$ cat src/rtl/random_byte_packer_if.sv
// Bit-stream in / byte-stream out bundle for random_byte_packer.
// The slave modport is the packer's view; master is the driver/consumer side.
interface random_byte_packer_if #(
   parameter int DEPTH = 4
);
   logic                     clear;
   logic                     bit_valid;
   logic                     bit_in;
   logic                     byte_ready;
   logic                     byte_valid;
   logic [7:0]               byte_data;
   logic [$clog2(DEPTH):0]   level;
   logic                     overflow;
   logic [7:0]               drop_count;

   modport master (
      output clear, bit_valid, bit_in, byte_ready,
      input  byte_valid, byte_data, level, overflow, drop_count
   );

   modport slave (
      input  clear, bit_valid, bit_in, byte_ready,
      output byte_valid, byte_data, level, overflow, drop_count
   );
endinterface

$ cat src/rtl/random_byte_packer.sv
// Packs a serial random bit stream into bytes (MSB first), optionally
// von Neumann debiased, and buffers them in a small FIFO with drop counting.
//
// Pair-phase FSM (only advances when DEBIAS=1):
//   state     | meaning
//   PH_FIRST  | waiting for the first bit of a debias pair
//   PH_SECOND | first bit held, next sampled bit completes the pair
module random_byte_packer #(
   parameter int DEPTH  = 4,
   parameter int DEBIAS = 0
) (
   input logic                 clk,
   input logic                 rst,
   random_byte_packer_if.slave bus
);
   localparam int LW = $clog2(DEPTH) + 1;
   localparam int PW = $clog2(DEPTH);

   typedef enum logic {PH_FIRST = 1'b0, PH_SECOND = 1'b1} phase_t;

   phase_t          phase_q, phase_d;
   logic            first_q, first_d;
   logic [2:0]      cnt_q, cnt_d;
   logic [7:0]      shift_q, shift_d;
   logic [PW-1:0]   wptr_q, wptr_d;
   logic [PW-1:0]   rptr_q, rptr_d;
   logic [LW-1:0]   level_q, level_d;
   logic            ovf_q, ovf_d;
   logic [7:0]      drop_q, drop_d;
   logic [7:0]      mem_q [DEPTH];

   logic            acc_v, acc_b;
   logic            push, pop, full, wr_en, drop;
   logic [7:0]      push_data;

   // Pair-phase next state and accepted-bit extraction (01 -> 0, 10 -> 1).
   always_comb begin
      phase_d = phase_q;
      first_d = first_q;
      acc_v   = 1'b0;
      acc_b   = 1'b0;
      if (bus.bit_valid) begin
         if (DEBIAS != 0) begin
            case (phase_q)
               PH_FIRST: begin
                  phase_d = PH_SECOND;
                  first_d = bus.bit_in;
               end
               default: begin
                  phase_d = PH_FIRST;
                  acc_v   = first_q ^ bus.bit_in;
                  acc_b   = first_q;
               end
            endcase
         end else begin
            acc_v = 1'b1;
            acc_b = bus.bit_in;
         end
      end
      if (bus.clear) begin
         phase_d = PH_FIRST;
         first_d = 1'b0;
      end
   end

   // Byte assembly, FIFO bookkeeping and overflow accounting; clear wins.
   always_comb begin
      cnt_d     = cnt_q;
      shift_d   = shift_q;
      wptr_d    = wptr_q;
      rptr_d    = rptr_q;
      level_d   = level_q;
      ovf_d     = ovf_q;
      drop_d    = drop_q;
      push_data = {shift_q[6:0], acc_b};
      push      = acc_v && (cnt_q == 3'd7);
      pop       = (level_q != '0) && bus.byte_ready;
      full      = (level_q == LW'(DEPTH));
      wr_en     = push && (!full || pop);
      drop      = push && full && !pop;
      if (acc_v) begin
         cnt_d   = cnt_q + 3'd1;
         shift_d = push_data;
      end
      if (wr_en) wptr_d = wptr_q + PW'(1);
      if (pop)   rptr_d = rptr_q + PW'(1);
      level_d = level_q + LW'(wr_en) - LW'(pop);
      if (drop) begin
         ovf_d = 1'b1;
         if (drop_q != 8'hFF) drop_d = drop_q + 8'd1;
      end
      if (bus.clear) begin
         cnt_d   = '0;
         shift_d = '0;
         wptr_d  = '0;
         rptr_d  = '0;
         level_d = '0;
         ovf_d   = 1'b0;
         drop_d  = '0;
         wr_en   = 1'b0;
      end
   end

   // State registers with asynchronous active-low reset.
   always_ff @(posedge clk or negedge rst) begin
      if (!rst) begin
         phase_q <= PH_FIRST;
         first_q <= 1'b0;
         cnt_q   <= '0;
         shift_q <= '0;
         wptr_q  <= '0;
         rptr_q  <= '0;
         level_q <= '0;
         ovf_q   <= 1'b0;
         drop_q  <= '0;
      end else begin
         phase_q <= phase_d;
         first_q <= first_d;
         cnt_q   <= cnt_d;
         shift_q <= shift_d;
         wptr_q  <= wptr_d;
         rptr_q  <= rptr_d;
         level_q <= level_d;
         ovf_q   <= ovf_d;
         drop_q  <= drop_d;
      end
   end

   // FIFO storage; contents need no reset because the output is gated by level.
   always_ff @(posedge clk) begin
      if (wr_en) mem_q[wptr_q] <= push_data;
   end

   assign bus.byte_valid = (level_q != '0);
   assign bus.byte_data  = bus.byte_valid ? mem_q[rptr_q] : 8'h00;
   assign bus.level      = level_q;
   assign bus.overflow   = ovf_q;
   assign bus.drop_count = drop_q;
endmodule
$ cat src/flat_wrapper.sv
// flat-port wrapper written by rule: the top's interface ports become plain ports
module random_byte_packer_flat 
#(
   parameter int DEPTH  = 4,
   parameter int DEBIAS = 0
)
  (clk, rst, bus_clear, bus_bit_valid, bus_bit_in, bus_byte_ready, bus_byte_valid, bus_byte_data, bus_level, bus_overflow, bus_drop_count);
  random_byte_packer_if #(.DEPTH(DEPTH)) bus_i ();
  input logic clk;
  input logic rst;
  input wire logic [$bits(bus_i.clear)-1:0] bus_clear;
  input wire logic [$bits(bus_i.bit_valid)-1:0] bus_bit_valid;
  input wire logic [$bits(bus_i.bit_in)-1:0] bus_bit_in;
  input wire logic [$bits(bus_i.byte_ready)-1:0] bus_byte_ready;
  output wire logic [$bits(bus_i.byte_valid)-1:0] bus_byte_valid;
  output wire logic [$bits(bus_i.byte_data)-1:0] bus_byte_data;
  output wire logic [$bits(bus_i.level)-1:0] bus_level;
  output wire logic [$bits(bus_i.overflow)-1:0] bus_overflow;
  output wire logic [$bits(bus_i.drop_count)-1:0] bus_drop_count;
  assign bus_i.clear = bus_clear;
  assign bus_i.bit_valid = bus_bit_valid;
  assign bus_i.bit_in = bus_bit_in;
  assign bus_i.byte_ready = bus_byte_ready;
  assign bus_byte_valid = bus_i.byte_valid;
  assign bus_byte_data = bus_i.byte_data;
  assign bus_level = bus_i.level;
  assign bus_overflow = bus_i.overflow;
  assign bus_drop_count = bus_i.drop_count;
  random_byte_packer #(.DEPTH(DEPTH), .DEBIAS(DEBIAS)) u_core (.clk(clk), .rst(rst), .bus(bus_i));
endmodule
$ cat config.mk
export PLATFORM = sky130hd
export DESIGN_NAME = random_byte_packer_flat
export DESIGN_NICKNAME = d
export VERILOG_FILES = /design/src/rtl/random_byte_packer_if.sv /design/src/rtl/random_byte_packer.sv /design/src/flat_wrapper.sv
export SDC_FILE = /design/constraint.sdc
export NUM_CORES = 1
export LEC_CHECK = 0
export CORE_MARGIN = 2
export CORE_UTILIZATION = 40
export CTS_BUF_LIST = sky130_fd_sc_hd__clkbuf_8
export DETAILED_ROUTE_END_ITERATION = 10
export PLACE_DENSITY = 0.68
export RECOVER_POWER = 25
export SLEW_MARGIN = 20
export SYNTH_ARGS = -nofsm -noshare
export SYNTH_HDL_FRONTEND = slang
export SYNTH_SLANG_ARGS = --single-unit
$ cat constraint.sdc
create_clock -name clk -period 1.9 [get_ports clk]
set_input_delay 0.38 -clock clk [delete_from_list [all_inputs] [get_ports clk]]
set_output_delay 0.38 -clock clk [all_outputs]
set_load 0.1 [all_outputs]
# Word-level counts from Yosys, hierarchy flattened
# Memories as Yosys holds them, arrays and structs flattened.
# Index checks and enable logic that the tools add are counted.
[classes]
reduce_logical = 15
n_eq_ne = 3
n_addsub = 6
n_mux = 20
[op_table]
columns = ["operator", "count"]
rows = [
  ["8-bit two-way mux", 4],
  ["7-bit two-way mux", 2],
  ["2-bit nonzero test", 5],
  ["3-bit two-way mux", 3],
  ["8-bit by 1-bit adder with 8-bit output, second input constant", 1],
  ["2-bit two-way mux", 4],
  ["8-bit != test, second input constant", 1],
  ["1-bit two-way mux", 7],
  ["3-bit equality test, second input constant", 2],
  ["1-bit logical AND", 5],
  ["2-bit by 1-bit adder with 2-bit output, second input constant", 2],
  ["3-bit by 1-bit adder with 3-bit output", 1],
  ["3-bit by 1-bit adder with 3-bit output, second input constant", 1],
  ["3-bit nonzero test", 1],
  ["3-bit by 1-bit subtractor with 3-bit output", 1],
  ["1-bit zero test", 2],
  ["2-bit AND reduction", 1],
  ["1-bit logical OR", 1],
]
[totals]
output_inout_bits = 21
regBits = 26
n_memories = 1
elab_cells = 52
ramBits = 32
input_bits = 6
[memory_table]
columns = ["memory", "words", "width", "rd", "rd_clocked_by_memory_dff", "wr", "line_no", "text"]
rows = [
  ["u_core.mem_q", 4, 8, 1, 0, 1, "random_byte_packer.sv:30", "logic [7:0] mem_q [DEPTH];"],
]

# Depth between registers and ports, before layout
# Gate-level depths: netlist of the first run.
[logic_depth]
depth_word = 7
mapped_depth = 10
mapped_depth_nobuf = 10

# Worst setup path after synthesis of the first run
# Ideal clock, no wire load.
[synth_path]
path_kind = "register to output"
start = "register u_core.level_q[1], in the netlist u_core.bus.level[1]"
end = "output bus_byte_data[0]"
required_ps = 1520
path_stages_with_launch = 4
path_slack_ps = -1574
n_path_buf = 1
arrival_time_ps = 3094
cell_sequence = "dfrtp_1 > or3_1 > clkbuf_1 > and2_1"
[synth_via]
elab_chain_len = 2
[synth_rtl]
columns = ["element", "line_no", "text"]
rows = [
  ["start, declared", "random_byte_packer.sv:27", "logic [LW-1:0] level_q, level_d;"],
  ["start signal, assigned", "random_byte_packer.sv:123", "level_q <= level_d;"],
  ["3-bit nonzero test", "random_byte_packer.sv:134", "assign bus.byte_valid = (level_q != '0);"],
  ["named net bus_byte_valid", "flat_wrapper.sv:15", "output wire logic [$bits(bus_i.byte_valid)-1:0] bus_byte_valid;"],
  ["8-bit two-way mux", "random_byte_packer.sv:135", "assign bus.byte_data = bus.byte_valid ? mem_q[rptr_q] : 8'h00;"],
  ["end, declared", "flat_wrapper.sv:16", "output wire logic [$bits(bus_i.byte_data)-1:0] bus_byte_data;"],
]
# The timed path passes the listed nets, and every way through them passes these cells.

# Final worst setup path of the first run
[layout_path]
start = "register u_core.level_q[2], in the netlist u_core.bus.level[2]"
end = "output bus_byte_data[1]"
[layout_via]
elab_chain_len = 2
[layout_rtl]
columns = ["element", "line_no"]
rows = [
  ["3-bit nonzero test", "random_byte_packer.sv:134"],
  ["8-bit two-way mux", "random_byte_packer.sv:135"],
]
# Every way passes these cells.

==> results of run 1 <==
worst max-delay path: stages, from the launching register on:
cell and delay [ps]:
dfrtp_4 480, or3_4 410, buf_8 150, and2_4 160, buf_12 160
worst paths after layout:
kind                                                  from  slack (ps)                                    to
setup / recovery             u_core.bus.level[2]$_DFF_PN0_        -170                      bus_byte_data[1]
setup reg to reg             u_core.bus.level[1]$_DFF_PN0_         -60         u_core.bus.level[2]$_DFF_PN0_
min in group asynchronous                              rst         620  u_core.bus.drop_count[3]$_DFFE_PN0P_
hold / removal             u_core.bus.overflow$_DFFE_PN0P_         530       u_core.bus.overflow$_DFFE_PN0P_
max in group asynchronous                              rst         790         u_core.bus.level[0]$_DFF_PN0_
hold reg to reg            u_core.bus.overflow$_DFFE_PN0P_         530       u_core.bus.overflow$_DFFE_PN0P_
state kept, by name (all words and copies together) (netlist names):
register,count
u_core.mem_q,32
u_core.cnt_q,3
u_core.bus.level,3
u_core.bus.drop_count,8
u_core.rptr_q,2
u_core.bus.overflow,1
u_core.wptr_q,2
u_core.shift_q,7
per-stage QoR:
step | hold slack [ps] | power (W) | instance area [um^2] | setup slack, ps | util
after floorplan | 84.4 | 0.00255 | 2630 | -197 | -
after global placement | 507 | 0.00319 | 3400 | -372 | 0.544
after detailed placement | 502 | 0.00322 | 3400 | -477 | 0.544
after CTS | 416 | 0.00429 | 3660 | -190 | 0.587
after global routing | 546 | 0.00448 | 3710 | -223 | 0.594
final | 527 | 0.00431 | 3710 | -172 | 0.594
layout by cell type, fill, tap and decap left out, types with 2 or more instances in the layout:
cell type	count
dfrtp_4	4
clkdlybuf4s50_1	3
clkinv_2	4
mux4_2	8
inv_1	5
a21oi_1	4
edfxtp_1	32
ha_4	2
buf_4	23
nor2_1	23
nand4_1	2
o21ai_0	2
xor2_1	5
buf_6	9
and2_4	12
dfrtp_1	14
clkbuf_8	10
nand3_1	5
nor2b_1	2
nand2_1	2
buf_12	21
xnor2_1	3
and2_1	2
mux2i_1	10
ha_1	5
or4b_4	2
dfrtp_2	8
power breakdown:
group	internal [W]	switching, W
registers	0.00138	0.0000365
logic	0.000865	0.00110
clock network	0.000489	0.000448
total	0.00273	0.00158
cells by family (layout without fill, tap and decap cells):
kind of cell,after synthesis,count (layout),share of synthesized area
simple gates,61,61,0.126
flops,58,58,0.634
mux,19,19,0.114
compound gates,12,12,0.0305
buf+inv,11,80,0.0167
fa+ha+maj,9,9,0.0473
xor+xnor,9,9,0.0310
area by class of cell:
class | count | area, um^2
Fill cell | 486 | 2530
Tap cell | 77 | 96.3
Inverter | 4 | 15.0
Timing Repair Buffer | 60 | 763
Clock inverter | 6 | 27.5
Multi-Input combinational cell | 110 | 1030
Clock buffer | 10 | 138
Sequential cell | 58 | 1640
what timing repair did:
action,in CTS,in global routing
pin swaps,18,12
endpoints found under the hold margin,0,0
resized for setup,15,18
setup endpoints to repair,14,50
buffers inserted,8,0
metal layers:
layer | vias up | part of all wire | global-route usage
met3 | 9 | 0.030 | 0.0445
li1 | 773 | - | -
met4 | 0 | 0.018 | 0.0748
met5 | - | 0 | 0
met2 | 31 | 0.52 | 0.260
met1 | 831 | 0.44 | 0.188
==> flow_metrics.py, run 1 <==
metrics = {
    "power_and_ir_drop": {
        "vdd_drop_max_mv": 1.71,
        "leakagePower_nw": 1.52,
        "power.density_mw_per_mm2": 1160,
    },
    "cells_and_area": {
        "area_delta_synth_final_pct": 45.9,
        "layout-drive-gt1-share": 0.484,
        "num_antenna_cells": 0,
        "nNetsFinal": 258,
        "stdcell_count": 325,
    },
    "die": {
        "dieWidth_um": 83.7,
        "placementRows": 29,
        "die-area_mm2": 0.00701,
        "pin_count": 27,
        "die_y_um": 83.7,
        "core-area_mm2": 0.00624,
        "initial_core_util": 0.407,
    },
    "synth": {
        "yosysUniqueCellTypes": 31,
        "syn_inst": 179,
        "synth_area_leaders": "edfxtp_1, dfrtp_1, mux4_2",
        "synth_top_area_frac": 0.378,
        "ys_top_cells_by_count": "edfxtp_1, dfrtp_1, nor2_1, and2_1, mux2i_1",
        "synth_area_mm2": 0.00254,
        "synth-seq-area-share": 0.634,
        "synth-main-ff-cell": "edfxtp_1",
        "ys_warn_count": 0,
        "syn_nets": 194,
        "syn_area_per_cell_um2": 14.2,
        "ys_ff_latch": 58,
        "async_reset_ff_frac": 0.448,
        "yosys.area.top_type": "edfxtp_1",
        "synth_edf_count": 32,
        "synth_most_common_cell": "edfxtp_1",
    },
    "timing": {
        "setup_viol": 13,
        "hold_viol": 0,
        "rsz0062_at_grt": "yes",
        "fin_ws_ps": -172,
        "relSlewSlack": 0.552,
        "min_period_over_period": 1.09,
        "slew_violations": 0,
        "min_period_ps": 2070,
        "fin_skew_ps": 7.31,
        "max_freq_mhz": 483,
        "tns_ps": -1650,
        "tightest_slew_ps": 672,
    },
    "drt": {
        "routed_wl_mm": 4.95,
        "vias_per_cell": 5.06,
        "drtIter0Drc": 66,
        "drtPass1Iterations": 4,
        "vias": 1644,
        "antenna_left": 0,
        "drc_errors": 0,
        "avgRoutedWirePerCell_um": 15.2,
    },
    "status": {
        "status": "complete, but fails checks",
        "violations": "negative setup slack",
    },
    "setup_path": {
        "startpoint_type": "flop",
        "criticalPathCategory": "flop to output port",
        "required_ps": 1520,
        "rr_worst_depth": 10,
        "arrival_ps": 1690,
        "path_max_fanout": 10,
        "cp-end-kind": "output port",
    },
    "cts": {
        "clock_sinks": 58,
        "hold_buffers": 0,
        "cts_tree": "built",
        "htree_num_levels": 3,
        "clockBufferDepth": 2,
        "clk_latency_ps": 330,
        "root_buffer": "clkbuf_8",
        "clk_pin_slew_ps": 60,
        "numCtsBuffers": 9,
    },
    "placement": {
        "place_congestion": 0.780,
        "dp_cells": 303,
        "port_buffers": 26,
        "hpwlAfterDp_mm": 3.40,
    },
    "min_path": {
        "hold_class": "flop to flop",
        "min_delay_path_depth": 2,
    },
    "job": {
        "drv_cap": 0,
    },
    "global_route": {
        "grt_pass1_wl_mm": 8.35,
        "antenna_found_initial": 0,
        "grt_overflow": 0,
        "grtUsageTotal": 0.157,
        "grt_pass1_vias": 1806,
        "grt_max_degree": 27,
    },
}
Power figures use the tool's default switching activity.
==> run 2: changes to the inputs <==
--- a/config.mk
+++ b/config.mk
@@ -5,12 +5,12 @@
 export SDC_FILE = /design/constraint.sdc
 export NUM_CORES = 1
 export LEC_CHECK = 0
-export CORE_MARGIN = 2
 export CORE_UTILIZATION = 40
 export CTS_BUF_LIST = sky130_fd_sc_hd__clkbuf_8
 export DETAILED_ROUTE_END_ITERATION = 10
 export PLACE_DENSITY = 0.68
 export RECOVER_POWER = 25
+export SKIP_LAST_GASP = 1
 export SLEW_MARGIN = 20
 export SYNTH_ARGS = -nofsm -noshare
 export SYNTH_HDL_FRONTEND = slang
==> flow_metrics.py, run 2 (same netlist as run 1, synthesis figures left out) <==
metrics = {
    "setup_path": {
        "startpoint_type": "flop",
        "arrival_ps": 1720,
        "rr_worst_depth": 8,
        "criticalPathCategory": "flop to output port",
        "path_max_fanout": 10,
        "required_ps": 1520,
        "cp-end-kind": "output port",
    },
    "cts": {
        "clockBufferDepth": 2,
        "clk_latency_ps": 340,
        "clock_sinks": 58,
        "root_buffer": "clkbuf_8",
        "cts_tree": "built",
        "clk_pin_slew_ps": 60,
        "numCtsBuffers": 9,
        "htree_num_levels": 3,
        "hold_buffers": 0,
    },
    "timing": {
        "setup_viol": 12,
        "fin_skew_ps": 6.52,
        "min_period_ps": 2100,
        "min_period_over_period": 1.10,
        "relSlewSlack": 0.557,
        "holdWs_ps": 525,
        "fin_ws_ps": -197,
        "slew_violations": 0,
        "tightest_slew_ps": 664,
        "hold_viol": 0,
        "rsz0062_at_grt": "yes",
        "max_freq_mhz": 477,
    },
    "cells_and_area": {
        "final_common_cell": "edfxtp_1",
        "largest_reg_flops": 32,
        "layout-drive-gt1-share": 0.456,
        "fillers": 467,
        "area_delta_synth_final_pct": 46.1,
        "multi_input_area_um2": 981,
        "num_antenna_cells": 0,
        "seqCellArea_mm2": 0.00164,
        "nNetsFinal": 261,
        "final_cell_mix": "edfxtp_1, buf_4, nor2_1, buf_12, dfrtp_1",
        "regMostFlops": "u_core.mem_q",
    },
    "global_route": {
        "grt_overflow": 0,
        "grt_pass1_vias": 1631,
        "grt_pass1_wl_mm": 7.96,
        "antenna_found_initial": 0,
        "grtUsageTotal": 0.166,
        "grt_max_degree": 27,
    },
    "drt": {
        "vias": 1657,
        "vias_per_cell": 5.10,
        "routed_wl_mm": 4.83,
        "drtIter0Drc": 95,
        "antenna_left": 0,
        "avgRoutedWirePerCell_um": 14.9,
        "drtPass1Iterations": 4,
        "drc_errors": 0,
    },
    "die": {
        "dieWidth_um": 81.7,
        "initial_core_util": 0.422,
        "die_y_um": 81.7,
        "placementRows": 28,
        "die-area_mm2": 0.00668,
        "core-area_mm2": 0.00603,
        "pin_count": 27,
    },
    "power_and_ir_drop": {
        "power.density_mw_per_mm2": 1200,
        "leakagePower_nw": 1.54,
        "vdd_drop_max_mv": 1.21,
    },
    "status": {
        "status": "complete, but fails checks",
        "violations": "negative setup slack",
    },
    "min_path": {
        "min_delay_path_depth": 2,
        "hold_class": "flop to flop",
    },
    "placement": {
        "place_ws_ps": -390,
        "port_buffers": 26,
        "place_congestion": 0.722,
        "hpwlAfterDp_mm": 3.20,
    },
    "job": {
        "drv_cap": 0,
    },
}
==> run 2: cell types whose count changed in the layout (fill, tap and decap cells not counted), moves of 2 or more <==
| cell | previous run | this run |
|---|---|---|
| and2_4 | 12 | 10 |
| clkinv_2 | 4 | 1 |
| bufinv_16 | 0 | 2 |
| ha_4 | 2 | 0 |
| buf_6 | 9 | 6 |
| ha_1 | 5 | 7 |
| and2_1 | 2 | 4 |
| buf_4 | 23 | 28 |
==> run 2: power by group <==
| part | total (W) | switching [W] | internal, W |
|---|---|---|---|
| sequential | 0.00141 | 0.0000397 | 0.00137 |
| clock | 0.00118 | 0.000462 | 0.000714 |
| combinational | 0.00188 | 0.00106 | 0.000824 |
==> run 2: final cells by class <==
| type | count | share of cell area |
|---|---|---|
| sequential | 58 | 0.440 |
| inverter | 4 | 0.00404 |
| clock inverter | 6 | 0.0206 |
| clock buffer | 9 | 0.0334 |
| multi-input combinational | 110 | 0.264 |
| timing repair buffer | 63 | 0.212 |
| tap | 75 | 0.0253 |
==> run 2: final timing paths <==
check                                              start  slack (ps)                              endpoint
max                        u_core.bus.level[0]$_DFF_PN0_        -200                      bus_byte_data[2]
min                          u_core.cnt_q[1]$_DFFE_PN0P_         530           u_core.cnt_q[1]$_DFFE_PN0P_
max reg2reg                u_core.bus.level[0]$_DFF_PN0_        -110         u_core.bus.level[2]$_DFF_PN0_
min reg2reg                  u_core.cnt_q[1]$_DFFE_PN0P_         530           u_core.cnt_q[1]$_DFFE_PN0P_
max in group asynchronous                            rst         800         u_core.bus.level[0]$_DFF_PN0_
min in group asynchronous                            rst         600  u_core.bus.drop_count[5]$_DFFE_PN0P_
==> run 2: layer usage <==
metal,routed length [um],GRT usage
met5,0,0
met4,97,0.0877
met3,195,0.0478
met2,2440,0.268
met1,2100,0.203
==> run 2: critical path: stages (launching register included) <==
cell	delay, ps
dfrtp_4	500
or3_4	410
buf_8	150
and2_4	160
buf_12	160
==> run 2: per-stage QoR <==
step           std cells  instance area, um^2   util  total power (W)  TNS [ps]
6_report             325                 3710  0.616          0.00447     -1910
5_1_grt              325                 3710  0.616          0.00463     -2680
4_1_cts              324                 3670  0.609          0.00447     -4840
3_5_place_dp         303                 3400  0.564          0.00320    -12430
3_3_place_gp         303                 3400  0.564          0.00318    -10850
2_1_floorplan        179                 2630      -          0.00255     -1910
==> run 2: what timing repair did <==
action                                  CTS  global route
endpoints found under the setup margin   34            50
gates resized for setup                   8            11
buffers inserted                          6             2
pin swaps                                12             9
